$ cat config.mk
export PLATFORM = sky130hd
export DESIGN_NAME = spi_sclk_gen
export DESIGN_NICKNAME = d
export VERILOG_FILES = /design/src/rtl/spi_pkg.sv /design/src/rtl/spi_half_period_cnt.sv /design/src/rtl/spi_sclk_gen.sv
export SDC_FILE = /design/constraint.sdc
export NUM_CORES = 1
export LEC_CHECK = 0
export BUFFER_PORTS_ARGS = -buffer_cell sky130_fd_sc_hd__buf_2
export CAP_MARGIN = 20
export CORE_MARGIN = 1
export CORE_UTILIZATION = 56
export DETAILED_ROUTE_END_ITERATION = 6
export PLACE_DENSITY = 0.79
export SETUP_SLACK_MARGIN = 0.4
export SLEW_MARGIN = 20
export SYNTH_ARGS = -nofsm -noshare
export SYNTH_HDL_FRONTEND = slang
export SYNTH_SLANG_ARGS = --single-unit
$ cat constraint.sdc
create_clock -name clk_i -period 2.55 [get_ports clk_i]
set_clock_uncertainty 0.2 [all_clocks]
set_input_delay 0.255 -clock clk_i [delete_from_list [all_inputs] [get_ports clk_i]]
set_output_delay 0.255 -clock clk_i [all_outputs]
set_load 0.02 [all_outputs]
$ cat src/rtl/spi_pkg.sv
// ---------------------------------------------------------------------------
// spi_pkg
// Shared types and constants for the SPI serial-clock generator.
//   spi_gen_state_t : burst sequencer states (IDLE -> RUN -> FIN -> IDLE)
//   SPI_MODE0..3    : SPI modes encoded as {cpol, cpha}
//   spi_mode()      : packs cpol/cpha into the mode encoding
// ---------------------------------------------------------------------------
package spi_pkg;

    typedef enum logic [1:0] {
        IDLE = 2'd0,
        RUN  = 2'd1,
        FIN  = 2'd2
    } spi_gen_state_t;

    localparam logic [1:0] SPI_MODE0 = 2'b00;
    localparam logic [1:0] SPI_MODE1 = 2'b01;
    localparam logic [1:0] SPI_MODE2 = 2'b10;
    localparam logic [1:0] SPI_MODE3 = 2'b11;

    function automatic logic [1:0] spi_mode(input logic cpol, input logic cpha);
        return {cpol, cpha};
    endfunction

endpackage

$ cat src/rtl/spi_half_period_cnt.sv
// ---------------------------------------------------------------------------
// spi_half_period_cnt
// Loadable down-counter that times one sclk half-period. A load captures both
// the current count and the reload value; while enabled the count walks down
// to zero, tick_o fires for that cycle and the count reloads automatically,
// so ticks repeat every (load_val_i + 1) enabled cycles.
//   clk_i       : system clock
//   rst_i       : synchronous active-high reset
//   load_i      : capture load_val_i as count and reload value
//   load_val_i  : half-period minus one
//   en_i        : count enable
//   tick_o      : count reached zero this cycle (only while enabled)
// ---------------------------------------------------------------------------
module spi_half_period_cnt #(
    parameter int DIV_W = 8
) (
    input  logic             clk_i,
    input  logic             rst_i,
    input  logic             load_i,
    input  logic [DIV_W-1:0] load_val_i,
    input  logic             en_i,
    output logic             tick_o
);

    localparam logic [DIV_W-1:0] ONE = {{(DIV_W-1){1'b0}}, 1'b1};

    logic [DIV_W-1:0] cnt_q, cnt_d;
    logic [DIV_W-1:0] rld_q, rld_d;

    assign tick_o = en_i && (cnt_q == '0);

    always_comb begin
        cnt_d = cnt_q;
        rld_d = rld_q;
        if (load_i) begin
            cnt_d = load_val_i;
            rld_d = load_val_i;
        end else if (en_i) begin
            cnt_d = tick_o ? rld_q : (cnt_q - ONE);
        end
    end

    always_ff @(posedge clk_i) begin
        if (rst_i) begin
            cnt_q <= '0;
            rld_q <= '0;
        end else begin
            cnt_q <= cnt_d;
            rld_q <= rld_d;
        end
    end

endmodule

$ cat src/rtl/spi_sclk_gen.sv
// ---------------------------------------------------------------------------
// spi_sclk_gen
// SPI serial-clock generator. On an accepted start it latches the divider,
// bit count and mode, then produces 2*nbits sclk toggles spaced div+1 clk
// cycles apart, with one-cycle lead/trail strobes aligned to the cycle in
// which sclk first shows its new level. sample_en/shift_en map those strobes
// to the capture/launch points for the latched cpha.
//   clk_i, rst_i   : system clock, synchronous active-high reset
//   start_i        : burst request, accepted when not busy (IDLE or FIN)
//   div_i          : half-period minus one (latched on accept)
//   nbits_i        : bits per burst, 0 gives an immediate done (latched)
//   cpol_i, cpha_i : SPI mode (latched on accept)
//   busy_o         : burst in progress (RUN)
//   done_o         : one-cycle end-of-burst pulse (FIN)
//   sclk_o         : registered serial clock
//   lead_edge_o    : sclk just left its idle level
//   trail_edge_o   : sclk just returned to its idle level
//   sample_en_o    : capture strobe for the shift register
//   shift_en_o     : launch strobe for the shift register
// ---------------------------------------------------------------------------
module spi_sclk_gen
    import spi_pkg::*;
#(
    parameter int DIV_W = 8,
    parameter int CNT_W = 6
) (
    input  logic             clk_i,
    input  logic             rst_i,
    input  logic             start_i,
    input  logic [DIV_W-1:0] div_i,
    input  logic [CNT_W-1:0] nbits_i,
    input  logic             cpol_i,
    input  logic             cpha_i,
    output logic             busy_o,
    output logic             done_o,
    output logic             sclk_o,
    output logic             lead_edge_o,
    output logic             trail_edge_o,
    output logic             sample_en_o,
    output logic             shift_en_o
);

    // One extra bit so 2*nbits never overflows at the maximum burst length.
    localparam logic [CNT_W:0] TGL_ONE = {{CNT_W{1'b0}}, 1'b1};

    spi_gen_state_t state_q, state_d;
    logic [1:0]     mode_q, mode_d;      // {cpol, cpha} of the current burst
    logic [CNT_W:0] tgl_q, tgl_d;        // sclk toggles still to produce
    logic           sclk_q, sclk_d;
    logic           lead_q, lead_d;
    logic           trail_q, trail_d;

    logic accept;
    logic tick;

    // FIN accepts a new start as well, giving back-to-back bursts.
    assign accept = start_i && (state_q != RUN);

    spi_half_period_cnt #(
        .DIV_W (DIV_W)
    ) u_half_cnt (
        .clk_i      (clk_i),
        .rst_i      (rst_i),
        .load_i     (accept),
        .load_val_i (div_i),
        .en_i       (state_q == RUN),
        .tick_o     (tick)
    );

    always_comb begin
        state_d = state_q;
        mode_d  = mode_q;
        tgl_d   = tgl_q;
        sclk_d  = sclk_q;
        lead_d  = 1'b0;
        trail_d = 1'b0;
        case (state_q)
            IDLE, FIN: begin
                state_d = IDLE;
                if (start_i) begin
                    mode_d  = spi_mode(cpol_i, cpha_i);
                    tgl_d   = {nbits_i, 1'b0};
                    // Idle level follows cpol only at accept time.
                    sclk_d  = cpol_i;
                    state_d = (nbits_i == '0) ? FIN : RUN;
                end
            end
            RUN: begin
                if (tick) begin
                    sclk_d = ~sclk_q;
                    tgl_d  = tgl_q - TGL_ONE;
                    // tgl_q starts even (2*nbits), so an even remaining count
                    // marks an odd-numbered toggle, i.e. the leading edge.
                    if (!tgl_q[0]) begin
                        lead_d = 1'b1;
                    end else begin
                        trail_d = 1'b1;
                    end
                    if (tgl_q == TGL_ONE) begin
                        state_d = FIN;
                    end
                end
            end
            default: state_d = IDLE;
        endcase
    end

    always_ff @(posedge clk_i) begin
        if (rst_i) begin
            state_q <= IDLE;
            mode_q  <= SPI_MODE0;
            tgl_q   <= '0;
            sclk_q  <= 1'b0;
            lead_q  <= 1'b0;
            trail_q <= 1'b0;
        end else begin
            state_q <= state_d;
            mode_q  <= mode_d;
            tgl_q   <= tgl_d;
            sclk_q  <= sclk_d;
            lead_q  <= lead_d;
            trail_q <= trail_d;
        end
    end

    assign busy_o       = (state_q == RUN);
    assign done_o       = (state_q == FIN);
    assign sclk_o       = sclk_q;
    assign lead_edge_o  = lead_q;
    assign trail_edge_o = trail_q;
    // cpha=0 captures on the leading edge, cpha=1 on the trailing edge.
    assign sample_en_o  = mode_q[0] ? trail_q : lead_q;
    assign shift_en_o   = mode_q[0] ? lead_q  : trail_q;

endmodule

==> flow_summary.json, run 1 <==
{
  "drt.antenna.violating_nets": 0,
  "syn_inst": 200,
  "avgSynthCellArea_um2": 8.20,
  "fin_ws_ns": 0.477,
  "worstPathRequired_ns": 2.60,
  "relSlewSlack_pct": 55.4,
  "antenna_found_initial": 0,
  "synth.distinct_cells": 45,
  "rsz0062_at_grt": "true",
  "timing.final.crit_period_ns": 2.07,
  "synth_nets": 223,
  "cp.arrival_ns": 2.12,
  "initial_core_util_pct": 59.4,
  "drive_gt1_share_pct": 21.4,
  "dr.pass1.iters": 4,
  "area_growth_syn_to_layout_pct": 20.8,
  "cts_tree": "built",
  "mappedNetlistArea_mm2": 0.00164,
  "nets": 256,
  "fin_cells": 265,
  "synth_xor_area_share_pct": 1.07,
  "start_kind": "flip-flop",
  "ir_drop_mv": 0.648,
  "max_slew.worst_pin.slew_ns": 0.664,
  "yosys_warnings": 0,
  "gr-total-overflow": 0,
  "die_w_um": 56.1,
  "synth_flop_cell": "dfxtp_1",
  "yosys-top-cells-area": "dfxtp_1 35%, a21oi_1 5.8%, nand2_1 5.0%",
  "final_cell_mix": "28 x dfxtp_1, 25 x buf_2, 22 x nand2_1",
  "synth_top_family_by_area": "simple AND/OR/NAND/NOR gates",
  "place_inst": 243,
  "cap_violations": 0,
  "cts_max_level": 2,
  "p_per_area_mw_per_mm2": 670,
  "clockBufferDepth": 2,
  "drcViolationCount": 0,
  "cts_inserted_buffers": 5,
  "rows": 19,
  "core_area_mm2": 0.00276,
  "wl_per_cell_um": 15.5,
  "clkTransAtPathRegs_ns": 0.09,
  "cts_sinks": 29,
  "synth_top_area_share_pct": 35.4,
  "period_share_pct": 81.3,
  "final_common_cell": "dfxtp_1",
  "die_h_um": 56.1,
  "slew_viol_final": 0,
  "boundaryPins": 26,
  "muxShareOfSynthArea_pct": 5.19,
  "worst-path-max-fanout": 5,
  "crit_path_end_kind": "flip-flop",
  "synth_area_leader_cell": "dfxtp_1",
  "diodes": 0,
  "seq_area_frac_synth_pct": 35.4,
  "hold_class": "in2reg",
  "dp_hpwl_mm": 2.68,
  "grt_util_all_layers_pct": 27.5,
  "worstReg2RegStart": "u_half_cnt.cnt_q[0]$_SDFFE_PP0P_",
  "synth_compound_area_share_pct": 24.3,
  "outcome": "finished clean",
  "hold_violations": 0,
  "cts-root-buf": "clkbuf_4",
  "routabilityCongestion": 0.931,
  "vias_per_cell": 6.26,
  "min-delay-start": "div_i[6]",
  "port_buffers": 25,
  "drt_wl_total_mm": 4.12,
  "grt_max_degree": 31,
  "p_leak_nw": 0.800,
  "fmax_ghz": 0.482,
  "pre_cts_ws_ns": 0.385,
  "die_area_mm2": 0.00315,
  "ys_seq_elements": 29,
  "crit_start": "u_half_cnt.cnt_q[0]$_SDFFE_PP0P_",
  "synthArstFlopShare_pct": 0,
  "synthSimpleGateAreaFrac_pct": 25.3,
  "yosys.area_share.adder_pct": 3.05,
  "grt_pass1_vias": 1569,
  "crit_type": "reg2reg",
  "first_iter_violations": 159,
  "setup_viol": 0,
  "num_vias": 1659,
  "synth_edf_count": 0,
  "setup_tns_ns": 0,
  "clk-insertion-delay-late_ns": 0.34,
  "grt_pass1_wl_mm": 6.73
}
==> critical path, stage by stage, from the launching register on <==
cell and delay (ns):
dfxtp_2 0.35, inv_1 0.09, ha_2 0.21, or4b_4 0.52, nor3_4 0.21, o32ai_1 0.12
a311oi_1 0.28
==> cell usage after synthesis (2+ instances only) <==
cell / count
and2_1: 3
nand2_1: 22
a31oi_1: 3
mux2i_1: 4
ha_1: 4
o21ai_1: 2
o32ai_1: 2
nor2b_1: 4
mux2_2: 4
buf_2: 2
o211ai_1: 2
a21oi_1: 19
nor2_1: 14
nor3_1: 4
o311ai_0: 3
a211oi_1: 7
buf_6: 2
nand3b_1: 2
buf_1: 3
inv_1: 5
nand3_1: 15
a311oi_1: 4
nand2b_1: 4
or3_1: 4
clkbuf_1: 8
dfxtp_1: 29
o21ai_0: 6
a21o_1: 2
==> what timing repair did <==
action	CTS	global route
cloned	0	1
endpoints found under the setup margin	2	10
hold buffers	9	0
gates resized for setup	1	5
hold endpoints to repair	10	0
buffers inserted	0	4
pin swaps	0	1
==> logic make-up after synthesis <==
family          count (synthesis)
buf+inv                        20
compound gates                 58
simple gates                   79
flops                          29
xor+xnor                        2
fa+ha+maj                       4
mux                             8
==> sequential cells by signal, indices dropped and copies added, names as in the netlist <==
name,count
trail_edge_o,1
u_half_cnt.cnt_q,8
tgl_q,7
state_q,2
u_half_cnt.rld_q,8
mode_q,1
sclk_o,1
lead_edge_o,1
==> final timing paths <==
path | to | slack [ns] | cells after the start
min reg2reg | u_half_cnt.rld_q[2]$_SDFFE_PP0P_ | 0.27 | 2
max reg2reg | tgl_q[6]$_SDFFE_PP0P_ | 0.48 | 6
min | u_half_cnt.rld_q[6]$_SDFFE_PP0P_ | 0.004 | 3
max | tgl_q[6]$_SDFFE_PP0P_ | 0.48 | 6
==> metal layers <==
layer  global-route usage (%)  vias up  share of wire, %
li1                         -      801                 -
met1                     36.2      769                44
met2                     41.5       79                46
met3                     6.28       10               8.1
met4                     15.3        0               2.1
met5                        0        -                 0
==> power by group <==
group / switching, mW / leakage [nW] / total, mW / internal [mW]
Clock: 0.167 / 0.0455 / 0.401 / 0.234
Combinational: 0.220 / 0.515 / 0.384 / 0.164
Sequential: 0.0481 / 0.239 / 0.542 / 0.494
Total: 0.435 / 0.800 / 1.33 / 0.892
==> final cells by class <==
type	instances	area, um2
multi-input combinational	152	991
fill	227	778
sequential	29	582
tap	31	38.8
clock buffer	7	55.1
clock inverter	1	30.0
timing repair buffer	40	260
inverter	5	22.5
==> metrics by stage <==
stage / hold slack [ns] / cell area [um2] / power, mW / util (%)
after floorplan: 0.191 / 1640 / 0.809 / -
after global placement: 0.246 / 1740 / 0.871 / 63.2
after detailed placement: 0.252 / 1740 / 0.883 / 63.2
after CTS: 0.00477 / 1930 / 1.29 / 69.9
after global routing: 0.0193 / 1980 / 1.39 / 71.8
final: 0.00445 / 1980 / 1.33 / 71.8
No activity file was read; power rests on OpenSTA's default activity.
==> run 2: changes to the inputs <==
CORE_UTILIZATION = 50   (was 56)
PLACE_DENSITY = 0.75   (was 0.79)
clock period = 1.8 ns   (was 2.55 ns; I/O delays follow)
==> flow_summary.json, run 2 (synthesis gave the netlist of run 1 again) <==
{
  "cts_inserted_buffers": 5,
  "cts-root-buf": "clkbuf_4",
  "place_area_mm2": 0.00188,
  "drcViolationCount": 0,
  "diodes": 0,
  "cp.arrival_ns": 2.00,
  "worst-path-buf-inv": 2,
  "outcome": "complete, but fails checks",
  "period_share_pct": 108,
  "dp_hpwl_mm": 2.98,
  "ir_drop_mv": 0.467,
  "routabilityCongestion": 0.878,
  "hold_class": "in2reg",
  "worst-path-max-fanout": 5,
  "clk-insertion-delay-late_ns": 0.34,
  "pre_cts_ws_ns": -0.201,
  "gr-total-overflow": 0,
  "worstReg2RegStart": "u_half_cnt.cnt_q[0]$_SDFFE_PP0P_",
  "wl_per_cell_um": 15.6,
  "num_vias": 1818,
  "crit_start": "u_half_cnt.cnt_q[0]$_SDFFE_PP0P_",
  "rsz0062_at_grt": "true",
  "drt.antenna.violating_nets": 0,
  "die_w_um": 59.3,
  "grt_util_all_layers_pct": 29.5,
  "cts_sinks": 29,
  "crit_type": "reg2reg",
  "cts_tree": "built",
  "fmax_ghz": 0.516,
  "die_area_mm2": 0.00351,
  "grt_pass1_wl_mm": 7.76,
  "grt_pass1_vias": 1726,
  "antenna_found_initial": 0,
  "drive_gt1_share_pct": 34.2,
  "cts_max_level": 2,
  "fin_ws_ns": -0.138,
  "core_area_mm2": 0.00308,
  "r2r_cells": 7,
  "hold_violations": 0,
  "min-delay-start": "nbits_i[4]",
  "max_slew.worst_pin.slew_ns": 0.553,
  "die_h_um": 59.3,
  "fillers": 238,
  "start_kind": "flip-flop",
  "violations": "negative setup slack",
  "slowest_delay_ns": 0.52,
  "hold_end": "tgl_q[5]$_SDFFE_PP0P_",
  "crit_path_end_kind": "flip-flop",
  "first_iter_violations": 168,
  "worstPathRequired_ns": 1.86,
  "ff2ff_setup_slack_ns": -0.14,
  "hold_depth": 4,
  "cpMaxStageDelayCell": "or4b_4",
  "top_regs": "u_half_cnt.cnt_q x8, u_half_cnt.rld_q x8, tgl_q x7",
  "p_leak_nw": 0.931,
  "path_cells": "inv_2 > ha_4 > or4b_4 > nor3_4 > buf_4 > a211oi_2 > a311oi_1",
  "clockBufferDepth": 2,
  "whs_ns": 0.0560,
  "relSlewSlack_pct": 62.8,
  "cap_violations": 0,
  "dr.pass1.iters": 6,
  "slew_viol_final": 0,
  "power_mw": 1.88,
  "timing.final.crit_period_ns": 1.94,
  "design_area_mm2": 0.00227,
  "area_growth_syn_to_layout_pct": 38.8,
  "p_per_area_mw_per_mm2": 824,
  "drt_wl_total_mm": 4.73,
  "cp_top_family": "simple AND/OR/NAND/NOR gates",
  "initial_core_util_pct": 53.3,
  "nets": 282,
  "final_cell_mix": "24 x dfxtp_1, 24 x buf_4, 22 x buf_2",
  "timing.rr.end": "sclk_o$_SDFFE_PP0P_",
  "setup_viol": 15,
  "rows": 20,
  "vias_per_cell": 5.98,
  "clkTransAtPathRegs_ns": 0.11,
  "boundaryPins": 26,
  "grt_max_degree": 31,
  "port_buffers": 25
}
## run 2: changes by cell type in the layout (fill, tap and decap cells not counted), sizes merged
cell,before,now
bufinv,1,0
clkbuf,7,6
buf,31,52
clkinv,0,2
dlygate4sd3,9,14
inv,4,5
clkinvlp,1,0
## run 2: routing by layer
metal / global-route usage [%] / wire length (um)
met3: 8.52 / 386
met2: 46.1 / 2160
met4: 12.6 / 84
met1: 37.8 / 2100
met5: 0 / 0
## run 2: per-stage QoR
stage	instances	setup TNS (ns)	util, %
final	304	-1.02	73.9
after global placement	272	-0.715	61.2
after CTS	303	-0.940	72.7
after detailed placement	272	-1.57	61.2
after floorplan	200	-0.564	-
after global routing	304	-1.94	73.9
## run 2: what timing repair did
item	in CTS	in global routing
endpoints found under the setup margin	31	31
cloned	1	0
pin swaps	10	2
hold endpoints to repair	15	1
gates resized for setup	32	7
setup buffers	9	0
hold buffers	13	1
## run 2: worst max path at each step
stage,end,cells past startpoint
final,sclk_o$_SDFFE_PP0P_,7
after global routing,sclk_o$_SDFFE_PP0P_,7
after CTS,u_half_cnt.cnt_q[7]$_SDFFE_PP0P_,6
after detailed placement,u_half_cnt.cnt_q[7]$_SDFFE_PP0P_,6
after global placement,u_half_cnt.cnt_q[7]$_SDFFE_PP0P_,6
after floorplan,u_half_cnt.cnt_q[7]$_SDFFE_PP0P_,7
## run 2: layout make-up
cell class	count	area [um2]	area share, %
Clock buffer	6	41.3	1.82
Clock inverter	2	10.0	0.440
Inverter	5	21.3	0.935
Multi-Input combinational cell	152	1060	46.7
Sequential cell	29	587	25.8
Tap cell	44	55.1	2.42
Timing Repair Buffer	66	498	21.9
## run 2: worst reg2reg max path, cell delays in order, from the launching register on
cell and delay [ns]:
dfxtp_2 0.34, inv_2 0.08, ha_4 0.14, or4b_4 0.52, nor3_4 0.22, buf_4 0.17, a211oi_2 0.03, a311oi_1 0.18
## run 2: power breakdown
part	internal, mW	total, mW	switching [mW]
combinational	0.348	0.731	0.383
clock	0.148	0.383	0.235
sequential	0.702	0.761	0.0595
